$ cat config.mk
export PLATFORM = sky130hd
export DESIGN_NAME = falafel_lsu_arbiter
export DESIGN_NICKNAME = d
export VERILOG_FILES = /design/src/rtl/falafel_lsu_arbiter.sv
export SDC_FILE = /design/constraint.sdc
export NUM_CORES = 1
export LEC_CHECK = 0
export CAP_MARGIN = 10
export CORE_AREA = 8 8 487 489
export CTS_CLUSTER_DIAMETER = 30
export DETAILED_ROUTE_END_ITERATION = 6
export DIE_AREA = 0 0 495 497
export HOLD_SLACK_MARGIN = 0.1
export PLACE_DENSITY = 0.33
export SLEW_MARGIN = 20
export SYNTH_ARGS = -nofsm -noshare
export SYNTH_HDL_FRONTEND = slang
export SYNTH_SLANG_ARGS = --single-unit
$ cat constraint.sdc
create_clock -name clk_i -period 2.1 [get_ports clk_i]
set_clock_uncertainty 0.1 [all_clocks]
set_input_delay 0.315 -clock clk_i [delete_from_list [all_inputs] [get_ports clk_i]]
set_output_delay 0.315 -clock clk_i [all_outputs]
set_load 0.05 [all_outputs]
$ cat src/rtl/falafel_lsu_arbiter.sv
// Round-robin arbiter sharing one allocator LSU channel between several requester FSMs,
// with one transaction in flight and free-list lock ownership enforced across LOCK/UNLOCK.
package falafel_lsu_pkg;
    typedef enum logic [2:0] {
        OP_LOAD,
        OP_UPDATE,
        OP_ALLOC_INSERT,
        OP_FREE_INSERT,
        OP_DELETE,
        OP_LOCK,
        OP_UNLOCK
    } lsu_op_e;

    typedef struct packed {
        logic        val;
        lsu_op_e     op;
        logic [63:0] addr;
        logic [63:0] size;
        logic [63:0] next;
        logic [28:0] meta;
    } header_data_req_t;

    typedef struct packed {
        logic        val;
        logic [63:0] addr;
        logic [63:0] size;
        logic [63:0] next;
    } header_data_rsp_t;
endpackage

module falafel_lsu_arbiter
    import falafel_lsu_pkg::*;
#(
    parameter  int NUM_REQ = 2,
    localparam int IDX_W   = (NUM_REQ > 1) ? $clog2(NUM_REQ) : 1
) (
    input  logic                                clk_i,
    input  logic                                rst_ni,
    input  header_data_req_t [NUM_REQ-1:0]      req_i,
    output logic             [NUM_REQ-1:0]      req_ready_o,
    output header_data_rsp_t [NUM_REQ-1:0]      rsp_o,
    output header_data_req_t                    lsu_req_o,
    input  logic                                lsu_req_ready_i,
    input  header_data_rsp_t                    lsu_rsp_i,
    output logic                                locked_o,
    output logic             [IDX_W-1:0]        lock_owner_o,
    output logic                                busy_o
);

    typedef enum logic [1:0] {
        IDLE,
        ISSUE,
        WAIT_RSP
    } state_e;

    state_e                          state;
    logic             [IDX_W-1:0]    rr_ptr;
    logic                            locked;
    logic             [IDX_W-1:0]    owner;
    logic             [IDX_W-1:0]    grant_q;
    lsu_op_e                         cap_op;
    header_data_req_t                lsu_req_q;
    header_data_rsp_t [NUM_REQ-1:0]  rsp_q;

    logic             [NUM_REQ-1:0]  cand;
    logic                            grant_found;
    logic             [IDX_W-1:0]    grant_idx;

    function automatic logic [IDX_W-1:0] wrap_idx(input logic [IDX_W-1:0] base, input int off);
        int sum;
        sum = (int'(base) + off) % NUM_REQ;
        return IDX_W'(sum);
    endfunction

    // While the lock is held only the owner may compete for the channel.
    always_comb begin
        cand = '0;
        for (int i = 0; i < NUM_REQ; i++) begin
            cand[i] = req_i[i].val && (!locked || (owner == IDX_W'(i)));
        end
    end

    // Descending scan so the candidate closest to rr_ptr is the one left standing.
    always_comb begin
        grant_found = 1'b0;
        grant_idx   = '0;
        for (int k = NUM_REQ - 1; k >= 0; k--) begin
            if (cand[wrap_idx(rr_ptr, k)]) begin
                grant_found = 1'b1;
                grant_idx   = wrap_idx(rr_ptr, k);
            end
        end
    end

    always_comb begin
        req_ready_o = '0;
        if (rst_ni && (state == IDLE) && grant_found) begin
            req_ready_o[grant_idx] = 1'b1;
        end
    end

    always_ff @(posedge clk_i) begin
        if (!rst_ni) begin
            state     <= IDLE;
            rr_ptr    <= '0;
            locked    <= 1'b0;
            owner     <= '0;
            grant_q   <= '0;
            cap_op    <= OP_LOAD;
            lsu_req_q <= '0;
            rsp_q     <= '0;
        end else begin
            rsp_q <= '0;
            case (state)
                IDLE: begin
                    if (grant_found) begin
                        grant_q       <= grant_idx;
                        cap_op        <= req_i[grant_idx].op;
                        lsu_req_q     <= req_i[grant_idx];
                        lsu_req_q.val <= 1'b1;
                        state         <= ISSUE;
                    end
                end
                ISSUE: begin
                    if (lsu_req_ready_i) begin
                        lsu_req_q <= '0;
                        state     <= WAIT_RSP;
                    end
                end
                WAIT_RSP: begin
                    if (lsu_rsp_i.val) begin
                        rsp_q[grant_q] <= lsu_rsp_i;
                        rr_ptr         <= wrap_idx(grant_q, 1);
                        // A stray UNLOCK from a non-owner is forwarded but must not drop someone else's lock.
                        if (cap_op == OP_LOCK) begin
                            locked <= 1'b1;
                            owner  <= grant_q;
                        end else if ((cap_op == OP_UNLOCK) && locked && (grant_q == owner)) begin
                            locked <= 1'b0;
                            owner  <= '0;
                        end
                        state <= IDLE;
                    end
                end
                default: state <= IDLE;
            endcase
        end
    end

    assign lsu_req_o    = lsu_req_q;
    assign rsp_o        = rsp_q;
    assign locked_o     = locked;
    assign lock_owner_o = owner;
    assign busy_o       = (state != IDLE);

endmodule

# After elaboration in Yosys (flattened, before gate mapping)
# Index checks and enable logic that the tools add are counted.
[totals]
word_cells = 84
latch_bits = 0
n_memories = 0
mem_bits_rw = 0
romBits = 0
register_bits = 620
[classes]
mul = 0
n_reduce_logical = 21
n_div = 0
eq_ne = 8
mux = 25
n_bitwise = 2
shifts = 0
order_cmp = 6
n_addsub = 2
[op_table]
columns = ["op", "n"]
rows = [
  ["two-way mux 225 bit", 2],
  ["case mux 225 bit (2 select lines)", 1],
  ["two-way mux 224 bit", 2],
  ["AND 386 bit", 1],
  ["demux 193 bit (select 1 bit)", 1],
  ["two-way mux 193 bit", 1],
  ["two-way mux 1 bit", 12],
  ["AND reduction 3 bit", 4],
  ["logical AND 1 bit", 8],
  ["less-than comparator 1 x 2 -> 1 bit (second input constant)", 4],
  ["two-way mux 2 bit", 4],
  ["equality test 3 bit (second input constant)", 2],
  ["!= test 2 bit (second input constant)", 3],
  ["case mux 2 bit (3 select lines)", 1],
  ["nonzero test 2 bit", 3],
  ["AND reduction 2 bit", 2],
  ["adder 1 bit (second input constant)", 2],
  ["equality test 2 x 1 -> 1 bit (second input constant)", 1],
  ["equality test 2 bit (second input constant)", 1],
  [">= comparator 1 bit (second input constant)", 2],
  ["logical NOT 2 bit", 1],
  ["logical OR 1 bit", 2],
  ["demux 1 bit (select 1 bit)", 1],
  ["equality test 1 bit", 1],
  ["2 further kinds", 2],
]

# Depth between registers and ports, before layout
# Gate-level depths: netlist of run 1.
[depth]
ltp_word = 12
ltp_mapped = 7
ltp_nobuf = 4

# Worst setup path after synthesis of run 1
# OpenSTA, ideal clock, no wires.
[synth_timing]
path_type = "register to output"
startpoint = "register owner (netlist: lock_owner_o)"
endpoint = "output port req_ready_o[1]"
path_buffers = 2
path_slack_ns = -0.562
arrival_time_ns = 2.247
t_required_ns = 1.685
stages_incl_launch_ff = 7
path_cell_list = "dfxtp_1 -> nand2b_1 -> o221a_2 -> nand2_1 -> buf_2 -> buf_2 -> nor2_1"
[synth_between]
elab_chain_cells = 12
word_cells_on_any_way = 20
classes_between = "order compare (2); mux (11); bitwise (1); reduce/logical (6)"
[synth_lines]
columns = ["item", "line_no", "source"]
rows = [
  ["start: declaration", "59", "logic [IDX_W-1:0] owner;"],
  ["start signal: assignment", "137", "owner <= grant_q;"],
  ["inverter 1 bit", "79", "cand[i] = req_i[i].val && (!locked || (owner == IDX_W'(i)));"],
  ["logical OR 1 bit", "79", ""],
  ["logical AND 1 bit", "79", ""],
  ["two-way mux 1 bit (not written as such) (2 in a row)", "88", "if (cand[wrap_idx(rr_ptr, k)]) begin"],
  ["two-way mux 1 bit (2 in a row)", "88", ""],
  ["less-than comparator 1 x 2 -> 1 bit (not written as such) / >= comparator 1 bit (equally long branches)", "98", "req_ready_o[grant_idx] = 1'b1;"],
  ["logical AND 1 bit (not written as such)", "98", ""],
  ["two-way mux 1 bit (not written as such)", "98", ""],
  ["demux 1 bit (select 1 bit)", "98", ""],
  ["two-way mux 2 bit *", "97", "if (rst_ni && (state == IDLE) && grant_found) begin"],
  ["end: declaration", "40", "output logic [NUM_REQ-1:0] req_ready_o,"],
]
# Mark *: on every way between the ends. The rest lies on a longest branch, timed or not. The select of a mux whose other input is x is not followed.

# Worst setup path after layout of run 1
[layout_timing]
startpoint = "register owner (netlist: lock_owner_o)"
endpoint = "output port req_ready_o[0]"
# Same word-level chain as after synthesis.

==> run summary, run 1 <==
run status: complete, but fails checks
failing checks: setup timing
Ys Warns: 0
antenna viol nets, final: 0
Netlist cell types: 30
Max FO, Critical Path: 3
root buf cell: clkbuf_16
Reg2Reg Depth: 7
gr usage total: 11.7%
PwrDens: 1010 nW/um^2
fin util: 21.9%
P_leak: 20.5 nW
measured slew at the worst slew-check pin: 527 ps
hold path cells: 3
Worst Setup Path Type: register to output pin
H-tree Lvls: 4
Rows: 176
die height: 497 microns
DR vias: 20.8k
largest net degree at the start of global routing: 49
Critical Path Source Type: register
IO Count: 1262
Seq/Total Area, Yosys: 62.5%
top post-synthesis cells by area: dfxtp_1 63%, and2_1 12%, mux2i_1 11%
Synth Instances: 1614
Port Buffers: 1261
gpl congestion: 0.820
Mapped Area: 19900 sq um
TritonCTS clock tree: built
1st-iter DRT viols: 618
FF+latch count, synth: 620
Detailed Place HPWL: 122000 microns
WP data required: 1680 ps
first-pass GRT wire length: 201000 microns
Worst Hold Class: input port to register
# setup viols final: 15
TritonCTS Buffers: 206
number of max-cap violations: 0
vias in the first global route: 23.7k
Worst VDD drop: 0.684 mV
fin nets: 4307
core area: 229000 sq um
grt total ovfl: 0
setup_tns: -837 ps
Syn Nets: 2260
routed wire length: 151000 microns
initial antenna violation count: 32
layout cell share with drive strength beyond 1: 29.1%
most common cell in the netlist: dfxtp_1
post-synth top area share: 62.5%
Clock Path Buffers: 3
worst path arrival time: 2020 ps
DR vias/cell: 3.03
worst-skew pair later-pin latency: 790 ps
Most used DFF post-synth: dfxtp_1
Period minus WS final: 2430 ps
Post-route DRC: 0
fillers: 24.8k
worst hold slack: 179 ps
ys async rst share: 0%
Crit. End Element: output pin
leading area contributor after synthesis: dfxtp_1
number of synthesized flops with an enable pin: 0
die width: 495 microns
Initial Util: 8.67%
Clock Sinks: 620
pre-CTS setup slack: -418 ps
drt wl/cell: 21.9 microns
die area: 246000 sq um
Max Fclk: 411 MHz
clk slew on worst S/H paths: 40 ps
RSZ-0062 raised after global routing: yes
Tcrit/Tclk final: 116%
Synth top cells by count: 620 x dfxtp_1, 385 x and2_1, 226 x mux2i_1, 224 x o2bb2ai_1, 54 x buf_2
final setup margin: -332 ps
DR pass1 iterations: 4
Mapped Avg Cell Area: 12.3 sq um
power after layout: 50.6 mW
Fin. Hold Viols: 0
Slew Limit Fails: 0
Area Growth Syn to Fin: 153%
worst relative slew slack: 65.0%
[layer usage]
metal	part of all wire, %	GRT usage (%)	up-vias
li1	-	-	9785
met2	49	20.9	1107
met4	3.6	4.31	10
met5	0.040	0	-
met3	12	6.14	254
met1	35	11.4	9658
[metrics by stage]
stage          instances  cell area [sq um]
2_1_floorplan       1614              19900
3_3_place_gp        5906              36600
3_5_place_dp        5906              36600
4_1_cts             6859              50100
5_1_grt             6865              50200
6_report            6868              50200
[area by class of cell]
class                           count  area [sq um]  area share [%]
Antenna cell                        7          17.5          0.0349
Clock buffer                      303          6120            12.2
Clock inverter                     79          1220            2.44
Inverter                            4          15.0          0.0299
Multi-Input combinational cell    873          6990            13.9
Sequential cell                   620         12400            24.7
Tap cell                         3026          3790            7.54
Timing Repair Buffer             1956         19700            39.1
[what timing repair did]
item,CTS,global route
gates resized for setup,1197,41
pin swaps,5,10
setup buffers,12,2
gates cloned,2,0
setup endpoints to repair,400,92
hold buffers,557,0
hold endpoints to repair,552,0
[power breakdown]
group,switching (mW),internal [mW],leakage (nW)
clock network,9.31,22.2,3.59
registers,0.289,12.3,5.04
logic,3.49,3.07,11.8
[placed cells by master (no fill, tap or decap), types with 12 or more instances in the layout]
master,instances
buf_4,306
clkinv_2,39
clkinv_16,14
clkdlybuf4s50_1,645
buf_6,12
and2_1,385
dlygate4sd3_1,557
clkbuf_16,206
dfxtp_1,612
bufinv_16,18
mux2i_1,220
clkbuf_8,60
o2bb2ai_1,224
buf_12,37
clkdlybuf4s15_2,363
clkbuf_1,37
[path summary, 6_finish.rpt]
path	startpoint	endpoint	slack, ps
max	lock_owner_o$_SDFFE_PN0P_	req_ready_o[0]	-330
max reg2reg	rr_ptr$_SDFFE_PN0P_	lsu_req_o[40]$_SDFFE_PN0P_	-60
min reg2reg	lsu_req_o[101]$_SDFFE_PN0P_	lsu_req_o[101]$_SDFFE_PN0P_	360
min	req_i[38]	lsu_req_o[38]$_SDFFE_PN0P_	180
[cells by family after synthesis]
logic type | share of synthesized area (%)
multiplexers | 11.4
flip-flops | 62.5
XOR/XNOR | 0.0441
AND/OR/NAND/NOR | 12.7
buffers and inverters | 2.85
AO/OA/AOI/OAI | 10.5
[worst max-delay path: stages (launching register included)]
cell	delay [ps]
dfxtp_4	350
nand2b_4	150
o221a_4	290
buf_6	120
and3_4	140
buf_12	140
[flip-flops by register name, indices dropped and copies added, names as in the netlist]
signal / count
rsp_o: 386
rr_ptr: 1
state: 2
cap_op: 3
lsu_req_o: 225
locked_o: 1
lock_owner_o: 1
grant_q: 1
(Power assumes the default switching activity.)
==> run 2, diff against run 1 <==
SKIP_LAST_GASP = 1   (was unset)
==> run 2 against run 1 <==
The flow still finishes with violations (setup timing). Utilization up 0.27 points. Sequential share of layout area down 0.30 points. Clock-buffer cell count stayed put. Non-clock buffer count grew 23. Global-route usage stayed put. Via count rose by 0.58%. Critical endpoint unchanged.
==> run summary, run 2 (synthesis results as in run 1) <==
Max Fclk: 411 MHz (about the same)
Period minus WS final: 2430 ps (about the same)
fin nets: 4330 (was 4307)
die width: 495 microns (unchanged)
clk slew on worst S/H paths: 40 ps (about the same)
Tcrit/Tclk final: 116% (about the same)
Slowest cell on crit path: dfxtp_4 (unchanged)
grt total ovfl: 0 (unchanged)
gr usage total: 11.7% (unchanged)
H-tree Lvls: 4 (unchanged)
Area Growth Syn to Fin: 156% (was 153%)
largest net degree at the start of global routing: 49 (unchanged)
Worst path max stage delay: 350 ps (about the same)
Clk pwr share: 62.0% (was 62.2%)
Slew Limit Fails: 0 (unchanged)
Worst Setup Path Type: register to output pin (unchanged)
routed wire length: 152000 microns (was 151000 microns)
Detailed Place HPWL: 122000 microns (unchanged)
final setup margin: -334 ps (was -332 ps)
TritonCTS Buffers: 206 (unchanged)
TritonCTS clock tree: built (unchanged)
measured slew at the worst slew-check pin: 527 ps (unchanged)
RSZ-0062 raised after global routing: yes (unchanged)
die area: 246000 sq um (unchanged)
gpl congestion: 0.820 (unchanged)
DR pass1 iterations: 4 (unchanged)
Fin. Hold Viols: 0 (unchanged)
DR vias/cell: 3.04 (was 3.03)
Max FO, Critical Path: 3 (unchanged)
core area: 229000 sq um (unchanged)
antenna viol nets, final: 0 (unchanged)
worst-skew pair later-pin latency: 800 ps (was 790 ps)
Rows: 176 (unchanged)
Port Buffers: 1261 (unchanged)
Comb pwr share: 13.2% (was 12.9%)
PwrDens: 999 nW/um^2 (was 1010 nW/um^2)
# setup viols final: 56 (was 15)
Worst VDD drop: 0.685 mV (was 0.684 mV)
number of max-cap violations: 0 (unchanged)
Non-Filler Instances: 6893 (was 6868)
Crit. End Element: output pin (unchanged)
Flop pwr share: 24.8% (was 24.9%)
fin util: 22.2% (was 21.9%)
most frequent cells in the layout: 645 x clkdlybuf4s50_1, 612 x dfxtp_1, 557 x dlygate4sd3_1 (unchanged)
drt wl/cell: 22.1 microns (was 21.9 microns)
Clock Path Buffers: 3 (unchanged)
P_leak: 20.7 nW (was 20.5 nW)
vias in the first global route: 23.7k (about the same)
WP data required: 1680 ps (about the same)
failing checks: setup timing (unchanged)
worst relative slew slack: 65.0% (unchanged)
root buf cell: clkbuf_16 (unchanged)
worst path arrival time: 2020 ps (about the same)
sw power: 13.1 mW (about the same)
layout cell share with drive strength beyond 1: 30.0% (was 29.1%)
first-pass GRT wire length: 201000 microns (unchanged)
Pint: 37.7 mW (was 37.5 mW)
IO Count: 1262 (unchanged)
die height: 497 microns (unchanged)
1st-iter DRT viols: 638 (was 618)
Largest register FFs: 386 (unchanged)
Inst Count DP: 5906 (unchanged)
Post-route DRC: 0 (unchanged)
Worst Hold Class: input port to register (unchanged)
Clock Sinks: 620 (unchanged)
Critical Path Source Type: register (unchanged)
run status: complete, but fails checks (unchanged)
DR vias: 20.9k (was 20.8k)
crit path cell chain: nand2b_4 -> o221a_4 -> buf_6 -> and3_4 -> buf_12 (unchanged)
switch share: 25.9% (about the same)
initial antenna violation count: 32 (unchanged)
Initial Util: 8.67% (unchanged)
leading cell type in the layout, fill and taps excluded: clkdlybuf4s50_1 (unchanged)
power after layout: 50.8 mW (was 50.6 mW)
==> run 2: cell types whose count changed in the layout (fill, tap and decap cells not counted), sizes merged <==
cell / previous run / this run
clkbuf: 311 / 319
diode: 7 / 9
buf: 366 / 381
==> run 2: power groups by stage <==
stage / clock network, mW / registers [mW] / logic (mW)
floorplan: 0 / 14.3 / 0.966
global placement: 0 / 12.8 / 5.70
detailed placement: 0 / 12.8 / 5.68
CTS: 32.4 / 12.6 / 6.65
global route: 33.1 / 12.6 / 7.05
finish: 31.5 / 12.6 / 6.72
==> run 2: worst paths after layout <==
path,from,end,slack [ps],depth (start not counted)
setup reg to reg,rr_ptr$_SDFFE_PN0P_,lsu_req_o[98]$_SDFFE_PN0P_,-100,10
hold / removal,req_i[230],lsu_req_o[5]$_SDFFE_PN0P_,180,3
setup / recovery,lock_owner_o$_SDFFE_PN0P_,req_ready_o[0],-330,5
hold reg to reg,lsu_req_o[77]$_SDFFE_PN0P_,lsu_req_o[77]$_SDFFE_PN0P_,350,1
==> run 2: per-stage QoR <==
step / instance area [sq um] / TNS, ps / hold WS (ps) / worst slack (ps)
global route: 50800 / -16050 / 122 / -445
finish: 50800 / -1990 / 176 / -334
detailed placement: 36600 / -65100 / 345 / -418
CTS: 50100 / -13220 / 103 / -452
global placement: 36600 / -71270 / 343 / -393
floorplan: 19900 / 0 / 337 / 12.0
==> run 2: cell type report <==
type | count | area [sq um]
fill | 24700 | 178000
timing repair buffer | 1979 | 20100
sequential | 620 | 12400
multi-input combinational | 873 | 7150
clock buffer | 303 | 6120
tap | 3026 | 3790
clock inverter | 79 | 1220
antenna | 9 | 22.5
inverter | 4 | 15.0
==> run 2: layer usage <==
metal | GRT usage, % | part of all wire, % | up-vias
met4 | 4.31 | 3.5 | 10
met1 | 11.4 | 35 | 9730
met2 | 20.9 | 50 | 1115
met3 | 6.14 | 12 | 252
li1 | - | - | 9827
met5 | 0 | 0.040 | -
==> run 2: what timing repair did <==
| action | in CTS | in global routing |
|---|---|---|
| gates resized for setup | 1191 | 103 |
| setup endpoints to repair | 400 | 209 |
| hold endpoints to repair | 552 | 0 |
| gates cloned | 2 | 8 |
| hold buffers | 557 | 0 |
| setup buffers | 12 | 19 |
| pin swaps | 5 | 76 |
==> run 2: critical path: cells and delay by family (launching register included) <==
family	cells	cell delay [ps]
flops	1	350
simple gates	2	290
compound gates	1	290
buf+inv	2	260
